[config.mk]
export PLATFORM = sky130hd
export DESIGN_NAME = io_mmio_ctrl
export DESIGN_NICKNAME = d
export VERILOG_FILES = /design/src/rtl/io_mmio_ctrl.sv
export SDC_FILE = /design/constraint.sdc
export NUM_CORES = 1
export LEC_CHECK = 0
export CAP_MARGIN = 20
export CORE_MARGIN = 2
export CORE_UTILIZATION = 55
export CTS_CLUSTER_SIZE = 16
export DETAILED_ROUTE_END_ITERATION = 10
export PLACE_DENSITY_LB_ADDON = 0.3
export SETUP_SLACK_MARGIN = 0.2
export SYNTH_ARGS = -nofsm -noshare
export SYNTH_HDL_FRONTEND = slang
export SYNTH_SLANG_ARGS = --single-unit
[constraint.sdc]
create_clock -name clk -period 4.1 [get_ports clk]
set_clock_uncertainty 0.2 [all_clocks]
set_input_delay 0.41 -clock clk [delete_from_list [all_inputs] [get_ports clk]]
set_output_delay 0.41 -clock clk [all_outputs]
set_load 0.005 [all_outputs]
[src/rtl/io_mmio_ctrl.sv]
// Memory-mapped IO block: UART RX/TX FIFOs, free-running cycle and retired-instruction
// counters, with a registered one-cycle load path back to the CPU.
module io_mmio_ctrl #(
  parameter int         FIFO_DEPTH = 8,
  parameter logic [3:0] IO_BASE    = 4'h8
) (
  input  logic        clk,
  input  logic        rst,
  input  logic [31:0] addr,
  input  logic [31:0] wdata,
  input  logic [3:0]  wbe,
  input  logic        re,
  input  logic        inst_retire,
  output logic [31:0] rdata,
  output logic        io_sel,
  input  logic [7:0]  rx_data,
  input  logic        rx_valid,
  output logic        rx_ready,
  output logic [7:0]  tx_data,
  output logic        tx_valid,
  input  logic        tx_ready
);

  localparam int AW = $clog2(FIFO_DEPTH);

  localparam logic [7:0] OFF_STATUS = 8'h00;
  localparam logic [7:0] OFF_RXDATA = 8'h04;
  localparam logic [7:0] OFF_TXDATA = 8'h08;
  localparam logic [7:0] OFF_CYCLE  = 8'h10;
  localparam logic [7:0] OFF_INSTR  = 8'h14;
  localparam logic [7:0] OFF_CLEAR  = 8'h18;

  logic        hit, ld, st;
  logic [7:0]  off;

  logic [7:0]  rx_mem [FIFO_DEPTH];
  logic [7:0]  tx_mem [FIFO_DEPTH];
  logic [AW:0] rx_wr, rx_rd, tx_wr, tx_rd;
  logic        rx_empty, rx_full, tx_empty, tx_full;
  logic        rx_push, rx_pop, tx_push, tx_pop;

  logic [31:0] cyc_cnt, inst_cnt;
  logic        cnt_clr;
  logic [31:0] rd_mux;

  logic        unused_bits;
  assign unused_bits = ^{addr[27:8], wdata[31:8]};

  // A load wins over a store presented in the same cycle.
  assign hit = (addr[31:28] == IO_BASE);
  assign off = addr[7:0];
  assign ld  = re && hit;
  assign st  = (|wbe) && !re && hit;

  assign rx_empty = (rx_wr == rx_rd);
  assign rx_full  = (rx_wr[AW] != rx_rd[AW]) && (rx_wr[AW-1:0] == rx_rd[AW-1:0]);
  assign tx_empty = (tx_wr == tx_rd);
  assign tx_full  = (tx_wr[AW] != tx_rd[AW]) && (tx_wr[AW-1:0] == tx_rd[AW-1:0]);

  assign rx_ready = !rx_full;
  assign rx_push  = rx_valid && rx_ready;
  assign rx_pop   = ld && (off == OFF_RXDATA) && !rx_empty;

  assign tx_valid = !tx_empty;
  assign tx_data  = tx_mem[tx_rd[AW-1:0]];
  assign tx_pop   = tx_valid && tx_ready;
  // A full TX FIFO still takes a byte when the head leaves on the same edge.
  assign tx_push  = st && (off == OFF_TXDATA) && wbe[0] && (!tx_full || tx_pop);

  assign cnt_clr  = st && (off == OFF_CLEAR);

  always_ff @(posedge clk) begin
    if (rx_push) rx_mem[rx_wr[AW-1:0]] <= rx_data;
    if (tx_push) tx_mem[tx_wr[AW-1:0]] <= wdata[7:0];
  end

  always_ff @(posedge clk or posedge rst) begin
    if (rst) begin
      rx_wr <= '0;
      rx_rd <= '0;
      tx_wr <= '0;
      tx_rd <= '0;
    end else begin
      if (rx_push) rx_wr <= rx_wr + (AW+1)'(1);
      if (rx_pop)  rx_rd <= rx_rd + (AW+1)'(1);
      if (tx_push) tx_wr <= tx_wr + (AW+1)'(1);
      if (tx_pop)  tx_rd <= tx_rd + (AW+1)'(1);
    end
  end

  always_ff @(posedge clk or posedge rst) begin
    if (rst) begin
      cyc_cnt  <= '0;
      inst_cnt <= '0;
    end else if (cnt_clr) begin
      cyc_cnt  <= '0;
      inst_cnt <= '0;
    end else begin
      cyc_cnt <= cyc_cnt + 32'd1;
      if (inst_retire) inst_cnt <= inst_cnt + 32'd1;
    end
  end

  always_comb begin
    rd_mux = '0;
    case (off)
      OFF_STATUS: rd_mux = {30'b0, !rx_empty, !tx_full};
      OFF_RXDATA: rd_mux = rx_empty ? '0 : {24'b0, rx_mem[rx_rd[AW-1:0]]};
      OFF_CYCLE:  rd_mux = cyc_cnt;
      OFF_INSTR:  rd_mux = inst_cnt;
      default:    rd_mux = '0;
    endcase
  end

  always_ff @(posedge clk or posedge rst) begin
    if (rst) begin
      rdata  <= '0;
      io_sel <= 1'b0;
    end else if (re) begin
      rdata  <= ld ? rd_mux : '0;
      io_sel <= ld;
    end
  end

endmodule

### Word level (Yosys, flattened, before mapping)

Memories as Yosys holds them, arrays and structs flattened.
Index checks and enable logic that the tools add are counted.

| cells by class | value |
|---|---|
| add/sub/neg operators | 6 |
| eq/ne operators | 12 |
| multiplexer cells | 10 |
| reduce and logical (&&, ||, !) cells | 22 |

Operators with widths:

| cell | number |
|---|---|
| $mux 32 | 4 |
| $pmux 32 s4 | 1 |
| $add 32x1->32 const B | 2 |
| $eq 8x5->1 const B | 3 |
| $add 4x1->4 const B | 4 |
| $logic_and 1x1->1 | 13 |
| $eq 4x4->1 | 2 |
| $eq 8x3->1 const B | 1 |
| $eq 8x4->1 const B | 1 |
| $logic_not 8->1 | 1 |
| $mux 8 | 1 |
| $eq 3x3->1 | 2 |
| $logic_not 1->1 | 5 |
| $eq 4x4->1 const B | 1 |
| $mux 1 | 4 |
| $reduce_or 4->1 | 1 |
| $ne 1x1->1 | 2 |
| $reduce_bool 2->1 | 1 |
| $logic_or 1x1->1 | 1 |

| storage, ports and cells | value |
|---|---|
| bits in registers | 113 |
| memory bits (writable) | 128 |
| output and inout port bits | 43 |
| logic and storage cells | 60 |
| memories | 2 |

Memory list:

| name | words | width | rd ports | clocked after Yosys merged registers in | wr ports | RTL line | RTL |
|---|---|---|---|---|---|---|---|
| rx_mem | 8 | 8 | 1 | 0 | 1 | 36 | `logic [7:0] rx_mem [FIFO_DEPTH];` |
| tx_mem | 8 | 8 | 1 | 0 | 1 | 37 | `logic [7:0] tx_mem [FIFO_DEPTH];` |

### Logic depth before layout (Yosys ltp)

Gate-level depths: netlist of the first run.

| depth | value |
|---|---|
| word-level depth | 8 |
| depth in mapped cells | 6 |
| mapped depth without buffers | 5 |

### Least setup slack after synthesis of the first run

No wires, ideal clock.

| timing path | value |
|---|---|
| path type | input to register |
| start point | in addr[29] |
| end point | mem tx_mem[2][0], enable pin |
| library setup time | 0.398 ns |
| arrival | 2.219 ns |
| data required time | 3.502 ns |
| path slack | 1.283 ns |
| stages | 4 |
| buffers on the path | 0 |
| path through | nor4b_2 -> and4b_1 -> o211ai_4 -> nor4b_1 |

| on the way | value |
|---|---|
| word-level cells in the longest chain between the ends | 7 |

RTL lines:

| item | RTL line | RTL |
|---|---|---|
| from (decl) | 9 | `input logic [31:0] addr,` |
| $eq 4x4->1 | 50 | `assign hit = (addr[31:28] == IO_BASE);` |
| $logic_and 1x1->1 | 53 | `assign st = (\|wbe) && !re && hit;` |
| $logic_and 1x1->1 (3 in series) | 68 | `assign tx_push = st && (off == OFF_TXDATA) && wbe[0] && (!tx_full \|\| tx_pop);` |
| $mux 1 | 74 | `if (tx_push) tx_mem[tx_wr[AW-1:0]] <= wdata[7:0];` |
| $mux 1 (implied by the code) | 74 |  |
| to (decl) | 37 |  |

No other way between the ends.

### Worst setup path after layout of the first run

| timing path | value |
|---|---|
| start point | reg tx_rd[1] |
| end point | out tx_valid |

| on the way | value |
|---|---|
| word-level cells in the longest chain between the ends | 2 |

RTL lines:

| item | RTL line | RTL |
|---|---|---|
| from (decl) | 38 | `logic [AW:0] rx_wr, rx_rd, tx_wr, tx_rd;` |
| from (signal assigned) | 87 | `if (tx_pop) tx_rd <= tx_rd + (AW+1)'(1);` |
| $eq 4x4->1 | 57 | `assign tx_empty = (tx_wr == tx_rd);` |
| $logic_not 1->1 | 64 | `assign tx_valid = !tx_empty;` |
| to (decl) | 20 | `output logic tx_valid,` |

No other way between the ends.

==> metrics.txt, run 1 <==
# TYPE chip_impl_metric gauge
chip_impl_info{name="run_status",value="finished clean"} 1
chip_impl_metric{name="final-hold-violation-count",unit=""} 0
chip_impl_metric{name="syn-instance-count",unit=""} 771
chip_impl_metric{name="fp.dieH",unit="µm"} 143.9
chip_impl_metric{name="overflow",unit=""} 0
chip_impl_info{name="main_combinational_cell_family_by_area_after_synthesis",value="simple AND/OR/NAND/NOR gates"} 1
chip_impl_metric{name="crit_required",unit="ns"} 3.49
chip_impl_metric{name="area_of_the_core",unit="µm²"} 19330
chip_impl_metric{name="power-per-cell-area",unit="nW/µm²"} 494.4
chip_impl_metric{name="post_dp_cell_area",unit="µm²"} 11840
chip_impl_metric{name="mappedNetlistArea",unit="µm²"} 10770
chip_impl_info{name="cp-start-kind",value="flip-flop"} 1
chip_impl_info{name="path_class",value="flip-flop to output port"} 1
chip_impl_metric{name="synth_top_area_share",unit="%"} 35.68
chip_impl_metric{name="routedWlPerCell",unit="µm"} 21.06
chip_impl_metric{name="fmax",unit="MHz"} 287.8
chip_impl_metric{name="gp_routability_congestion",unit=""} 0.8178
chip_impl_metric{name="report.final.slew_viol_count",unit=""} 0
chip_impl_metric{name="drive_gt1_share",unit="%"} 13.91
chip_impl_metric{name="drtPass1Iterations",unit=""} 7
chip_impl_metric{name="yosysUniqueCellTypes",unit=""} 57
chip_impl_metric{name="power.ir.vdd_worst",unit="µV"} 431.8
chip_impl_metric{name="wire_length_of_the_first_global_routing_pass",unit="µm"} 38400
chip_impl_metric{name="antenna_fix_cells",unit=""} 0
chip_impl_metric{name="ys_async_sr_fraction",unit="%"} 46.89
chip_impl_metric{name="die_x",unit="µm"} 143.9
chip_impl_metric{name="finalSetupTns",unit="ns"} 0
chip_impl_metric{name="stdcell_area",unit="µm²"} 12660
chip_impl_metric{name="initial_antenna_violation_count",unit=""} 0
chip_impl_metric{name="synth_sequential_area_ratio",unit="%"} 61.94
chip_impl_metric{name="timing.final.crit_share",unit="%"} 84.74
chip_impl_metric{name="worstMarginPinSlew",unit="ns"} 1.139
chip_impl_metric{name="synth_warnings",unit=""} 0
chip_impl_metric{name="drc_errors",unit=""} 0
chip_impl_metric{name="critical_path_arrival",unit="ns"} 2.86
chip_impl_metric{name="portBuffers",unit=""} 80
chip_impl_metric{name="ctsResizeCount",unit=""} 0
chip_impl_metric{name="worst_path_maximum_fanout",unit=""} 20
chip_impl_metric{name="maximum_number_of_pins_on_one_net_before_global_route_repair",unit=""} 66
chip_impl_metric{name="clk_latency",unit="ns"} 0.53
chip_impl_metric{name="post_cts_hold_buffer_count",unit=""} 0
chip_impl_metric{name="finish.utilization",unit="%"} 65.47
chip_impl_metric{name="postRouteWirelength",unit="µm"} 23910
chip_impl_metric{name="synth_xor_xnor_area_share",unit="%"} 3.903
chip_impl_metric{name="synthAdderAreaFrac",unit="%"} 0.6969
chip_impl_info{name="netlist.top_cell.by_area",value="sky130_fd_sc_hd__edfxtp_1"} 1
chip_impl_metric{name="clockBufferDepth",unit=""} 3
chip_impl_info{name="rsz0062_at_grt",value="no"} 1
chip_impl_metric{name="worst_setup_hold_path_clk_slew",unit="ns"} 0.06
chip_impl_info{name="synth_ff_type",value="sky130_fd_sc_hd__edfxtp_1"} 1
chip_impl_metric{name="synth_simple_gate_area_share",unit="%"} 11.82
chip_impl_metric{name="post-dp-hpwl",unit="µm"} 15730
chip_impl_metric{name="vias",unit=""} 7098
chip_impl_metric{name="post_synth_mux_area_share",unit="%"} 9.606
chip_impl_metric{name="overall_routing_resource_usage",unit="%"} 24.02
chip_impl_metric{name="mappedNetlistNets",unit=""} 859
chip_impl_metric{name="cap_viol_max_count",unit=""} 0
chip_impl_info{name="hold_class",value="input pin to async pin"} 1
chip_impl_metric{name="start_util",unit="%"} 55.71
chip_impl_metric{name="post-cts-setup-buffer-count",unit=""} 0
chip_impl_metric{name="io_pins",unit=""} 125
chip_impl_metric{name="routed_via_density",unit=""} 6.254
chip_impl_metric{name="cts-buffers-inserted",unit=""} 25
chip_impl_info{name="synth_top_cells_by_area",value="sky130_fd_sc_hd__edfxtp_1 (36%), sky130_fd_sc_hd__dfrtp_1 (26%), sky130_fd_sc_hd__mux4_2 (6.5%)"} 1
chip_impl_metric{name="fp.dieArea",unit="µm²"} 20720
chip_impl_metric{name="timing.final.setup_violations",unit=""} 0
chip_impl_metric{name="syn-mean-instance-area",unit="µm²"} 13.97
chip_impl_metric{name="synth_edf_count",unit=""} 128
chip_impl_metric{name="post-layout-total-power",unit="mW"} 6.258
chip_impl_metric{name="final_critical_path_required_period",unit="ns"} 3.474
chip_impl_metric{name="flow.area_growth_from_synthesis",unit="%"} 17.52
chip_impl_metric{name="clkSinkCount",unit=""} 241
chip_impl_info{name="clock-root-buffer",value="sky130_fd_sc_hd__clkbuf_16"} 1
chip_impl_metric{name="rows",unit=""} 51
chip_impl_metric{name="ys_ff_latch",unit=""} 241
chip_impl_metric{name="timing.slew.headroom",unit="%"} 23.06
chip_impl_metric{name="post_layout_net_count",unit=""} 940
chip_impl_metric{name="cellLeakagePower",unit="nW"} 4.597
chip_impl_metric{name="htree_num_levels",unit=""} 1
chip_impl_metric{name="vias_in_the_first_global_route",unit=""} 7166
chip_impl_metric{name="first_iter_violations",unit=""} 659
chip_impl_info{name="cts_tree",value="built"} 1
chip_impl_metric{name="route.antenna.remaining_nets",unit=""} 0
chip_impl_metric{name="synth_compound_area_share",unit="%"} 9.374
chip_impl_info{name="timing.critical_path.to_type",value="output port"} 1
## cells by family after synthesis
| kind of cell | Yosys count |
|---|---|
| multiplexers | 62 |
| flip-flops | 241 |
| XOR/XNOR | 48 |
| adder cells (fa/ha/maj) | 6 |
| AND/OR/NAND/NOR | 212 |
| buffers and inverters | 60 |
| AO/OA/AOI/OAI | 142 |
## placed cells by master, fill, tap and decap left out, types with 6 or more instances in the layout
cell type / Yosys / layout
sky130_fd_sc_hd__a22oi_1: 24 / 24
sky130_fd_sc_hd__clkdlybuf4s50_1: 0 / 80
sky130_fd_sc_hd__or4_1: 24 / 24
sky130_fd_sc_hd__xnor2_1: 21 / 21
sky130_fd_sc_hd__ha_1: 6 / 6
sky130_fd_sc_hd__edfxtp_1: 128 / 128
sky130_fd_sc_hd__and3_1: 10 / 10
sky130_fd_sc_hd__nor4_1: 8 / 8
sky130_fd_sc_hd__o31ai_1: 22 / 22
sky130_fd_sc_hd__xor2_1: 27 / 27
sky130_fd_sc_hd__nor2_1: 36 / 36
sky130_fd_sc_hd__o2bb2ai_1: 24 / 24
sky130_fd_sc_hd__a32oi_1: 6 / 6
sky130_fd_sc_hd__dfrtp_1: 113 / 113
sky130_fd_sc_hd__mux4_2: 31 / 31
sky130_fd_sc_hd__mux2i_1: 10 / 10
sky130_fd_sc_hd__buf_4: 1 / 22
sky130_fd_sc_hd__nand4_1: 28 / 28
sky130_fd_sc_hd__nand3_1: 23 / 23
sky130_fd_sc_hd__nor3_1: 7 / 7
sky130_fd_sc_hd__clkbuf_16: 0 / 26
sky130_fd_sc_hd__a21oi_1: 34 / 34
sky130_fd_sc_hd__or3_1: 11 / 11
sky130_fd_sc_hd__and4_1: 11 / 11
sky130_fd_sc_hd__o21ai_0: 17 / 17
sky130_fd_sc_hd__mux2_2: 19 / 19
sky130_fd_sc_hd__inv_1: 11 / 10
sky130_fd_sc_hd__nand2_1: 24 / 24
## path summary, 6_finish.rpt
kind	startpoint	end	slack [ns]	cells past startpoint
hold / removal	rst	rx_wr[0]	0.20	2
min in group clk	rdata[20]	rdata[20]	0.29	1
max in group asynchronous	rst	rdata[14]	2.64	3
setup reg to reg	rx_rd[2]	rx_mem[5][7]	1.16	4
hold reg to reg	rdata[20]	rdata[20]	0.29	1
setup / recovery	tx_rd[1]	tx_valid	0.63	3
## where the power goes
group	internal, mW	leakage, nW	switching [mW]
Sequential	2.76	2.69	0.243
Combinational	0.554	1.51	0.455
Clock	1.34	0.402	0.906
## final cells by class
class	instances	area, µm²
fill	1354	6676
timing repair buffer	102	965.9
tap	265	331.6
clock buffer	34	714.4
inverter	12	47.55
multi-input combinational	470	3821
sequential	241	6671
clock inverter	11	106.4
## sequential cells by signal, summed over array words and instances, names as in the netlist
register  cells
rx_rd         4
rx_mem       64
tx_rd         4
inst_cnt     32
tx_mem       64
rdata        32
rx_wr         4
cyc_cnt      32
io_sel        1
tx_wr         4
## worst max-delay path, cell delays in order (launching register included)
cell	delay, ns
sky130_fd_sc_hd__dfrtp_1	0.94
sky130_fd_sc_hd__xor2_1	0.27
sky130_fd_sc_hd__or4_1	0.65
sky130_fd_sc_hd__clkdlybuf4s50_1	0.49
## cells in the mapped netlist, drive strengths merged (5+ instances only)
cell type,instances
xor2,27
inv,12
a21oi,34
nor2,36
or4,26
clkbuf,31
nand3,23
nor3b,5
nor4,8
mux4,31
o2bb2ai,24
buf,17
nor3,7
ha,6
or3,11
dfrtp,113
edfxtp,128
nand2,24
o31ai,22
and4,12
nor4b,6
a32oi,6
o21ai,17
mux2,21
xnor2,21
mux2i,10
a22oi,24
nand4,30
and3,10
## stage by stage
stage / hold WS (ns) / instances / worst slack (ns)
floorplan: 0.2617 / 771 / 0.5026
global placement: 0.2671 / 1090 / 1.145
detailed placement: 0.2730 / 1090 / 1.058
CTS: 0.2299 / 1135 / 0.6204
global route: 0.3060 / 1135 / 0.5044
finish: 0.2047 / 1135 / 0.6257
## per-layer routing
layer	wire length [µm]	global-route usage, %
met4	591	7.998
met3	1595	3.299
met1	9969	33.26
met5	0	0
met2	11750	39.67
Power figures use the tool's default switching activity.
==> run 2: changes to the inputs <==
CORE_UTILIZATION = 51   (was 55)
clock period = 3.05 ns   (was 4.1 ns; I/O delays follow)
==> metrics.txt, run 2 (synthesized netlist as in run 1, its figures left out) <==
# TYPE chip_impl_metric gauge
chip_impl_metric{name="drive_gt1_share",unit="%"} 15.52
chip_impl_metric{name="timing.slew.headroom",unit="%"} 29.78
chip_impl_metric{name="portBuffers",unit=""} 80
chip_impl_info{name="hold_class",value="input pin to async pin"} 1
chip_impl_metric{name="cellLeakagePower",unit="nW"} 4.673
chip_impl_info{name="layout.cells.most_common_list",value="sky130_fd_sc_hd__edfxtp_1 (128), sky130_fd_sc_hd__dfrtp_1 (110), sky130_fd_sc_hd__clkdlybuf4s50_1 (79), sky130_fd_sc_hd__nor2_1 (36), sky130_fd_sc_hd__a21oi_1 (34)"} 1
chip_impl_info{name="run_status",value="finished clean"} 1
chip_impl_metric{name="worstMarginPinSlew",unit="ns"} 1.052
chip_impl_metric{name="cap_viol_max_count",unit=""} 0
chip_impl_metric{name="overflow",unit=""} 0
chip_impl_metric{name="first_iter_violations",unit=""} 622
chip_impl_metric{name="wire_length_of_the_first_global_routing_pass",unit="µm"} 37410
chip_impl_metric{name="drtPass1Iterations",unit=""} 5
chip_impl_metric{name="overall_routing_resource_usage",unit="%"} 21.44
chip_impl_metric{name="vias_in_the_first_global_route",unit=""} 7029
chip_impl_metric{name="power-per-cell-area",unit="nW/µm²"} 665.9
chip_impl_metric{name="post-dp-hpwl",unit="µm"} 15760
chip_impl_metric{name="crit_required",unit="ns"} 2.54
chip_impl_metric{name="power.ir.vdd_worst",unit="µV"} 535.3
chip_impl_info{name="path_class",value="flip-flop to output port"} 1
chip_impl_metric{name="vias",unit=""} 7126
chip_impl_info{name="cts_tree",value="built"} 1
chip_impl_metric{name="postRouteWirelength",unit="µm"} 23720
chip_impl_metric{name="initial_antenna_violation_count",unit=""} 1
chip_impl_metric{name="report.final.slew_viol_count",unit=""} 0
chip_impl_metric{name="rows",unit=""} 53
chip_impl_metric{name="post_layout_net_count",unit=""} 954
chip_impl_metric{name="drc_errors",unit=""} 0
chip_impl_metric{name="ff2ff_path_depth",unit=""} 6
chip_impl_info{name="clock-root-buffer",value="sky130_fd_sc_hd__clkbuf_16"} 1
chip_impl_metric{name="regToRegSetupSlack",unit="ns"} 0.55
chip_impl_metric{name="worst_path_maximum_fanout",unit=""} 10
chip_impl_metric{name="finalSetupTns",unit="ns"} 0
chip_impl_metric{name="timing.final.crit_share",unit="%"} 93.28
chip_impl_metric{name="critical_path_arrival",unit="ns"} 2.34
chip_impl_info{name="critical_path.reg2reg.startpoint",value="tx_rd[0]"} 1
chip_impl_metric{name="gp_routability_congestion",unit=""} 0.8253
chip_impl_metric{name="final-hold-violation-count",unit=""} 0
chip_impl_metric{name="timing.final.setup_violations",unit=""} 0
chip_impl_metric{name="worst_setup_hold_path_clk_slew",unit="ns"} 0.06
chip_impl_metric{name="post_cts_hold_buffer_count",unit=""} 0
chip_impl_metric{name="maximum_number_of_pins_on_one_net_before_global_route_repair",unit=""} 114
chip_impl_metric{name="io_pins",unit=""} 125
chip_impl_info{name="regToRegEndpoint",value="tx_mem[2][1]"} 1
chip_impl_info{name="rsz0062_at_grt",value="yes"} 1
chip_impl_info{name="cp-start-kind",value="flip-flop"} 1
chip_impl_metric{name="flow.area_growth_from_synthesis",unit="%"} 19.26
chip_impl_metric{name="cts-buffers-inserted",unit=""} 25
chip_impl_metric{name="clk_latency",unit="ns"} 0.53
chip_impl_info{name="layout.cells.most_common",value="sky130_fd_sc_hd__edfxtp_1"} 1
chip_impl_metric{name="routed_via_density",unit=""} 6.148
chip_impl_metric{name="start_util",unit="%"} 51.57
chip_impl_metric{name="clockBufferDepth",unit=""} 3
chip_impl_metric{name="htree_num_levels",unit=""} 1
chip_impl_metric{name="area_of_the_core",unit="µm²"} 20890
chip_impl_metric{name="post-layout-total-power",unit="mW"} 8.554
chip_impl_metric{name="fmax",unit="MHz"} 351.5
chip_impl_metric{name="clkSinkCount",unit=""} 241
chip_impl_info{name="timing.critical_path.to_type",value="output port"} 1
chip_impl_metric{name="route.antenna.remaining_nets",unit=""} 0
chip_impl_metric{name="die_x",unit="µm"} 149.3
chip_impl_metric{name="final_critical_path_required_period",unit="ns"} 2.845
chip_impl_metric{name="routedWlPerCell",unit="µm"} 20.47
chip_impl_metric{name="fp.dieH",unit="µm"} 149.3
chip_impl_metric{name="fp.dieArea",unit="µm²"} 22300
## run 2: repair_timing
item	4_1_cts	5_1_grt
endpoints found under the hold margin	0	0
resized for setup	3	2
pin swaps	0	0
cloned	0	1
endpoints found under the setup margin	9	9
buffers inserted	0	4
## run 2: power breakdown
group	leakage [nW]	total, mW	internal, mW	switching (mW)
Clock	0.396	3.06	1.81	1.24
Sequential	2.68	3.97	3.71	0.261
Combinational	1.59	1.52	0.841	0.682
Total	4.67	8.55	6.37	2.19
## run 2: through the flow
stage,area [µm²],util (%),hold slack [ns],setup slack [ns],instances
floorplan,10780,-,0.2039,0.3097,771
global placement,11960,57.24,0.2711,0.2761,1109
detailed placement,11960,57.24,0.2743,0.1161,1109
CTS,12790,61.21,0.1240,0.1404,1153
global route,12840,61.49,0.1643,0.1081,1158
finish,12850,61.50,0.07713,0.2050,1159
## run 2: cell type report
class	instances	area [µm²]
diodes	1	2.502
clock buffers	31	668.1
clock inverters	13	157.7
fillers	1583	8043
inverters	12	48.80
multi-input cells	470	3825
flip-flops and latches	241	6675
well taps	275	344.1
repair buffers	116	1125
## run 2: critical path, stage by stage, from the launching register on
cell,delay (ns)
sky130_fd_sc_hd__dfrtp_2,0.41
sky130_fd_sc_hd__buf_12,0.16
sky130_fd_sc_hd__mux4_2,0.51
sky130_fd_sc_hd__mux2_2,0.28
sky130_fd_sc_hd__clkdlybuf4s50_1,0.45
## run 2: worst max path at each step
stage / from / slack [ns] / end
floorplan: tx_wr[0] / 0.31 / tx_mem[2][0]
global placement: addr[29] / 0.28 / tx_mem[1][5]
detailed placement: addr[28] / 0.12 / tx_mem[2][2]
CTS: tx_rd[0] / 0.14 / tx_data[4]
global route: tx_rd[0] / 0.11 / tx_data[4]
finish: tx_rd[0] / 0.21 / tx_data[4]
## run 2: routing by layer
metal  GRT usage [%]  wire, µm  vias to the layer above
met1           29.33      9862                     3589
met3           4.465      1690                       38
met2           34.88     11590                      259
met4           6.524       577                        0
met5               0         0                        -
li1                -         -                     3240
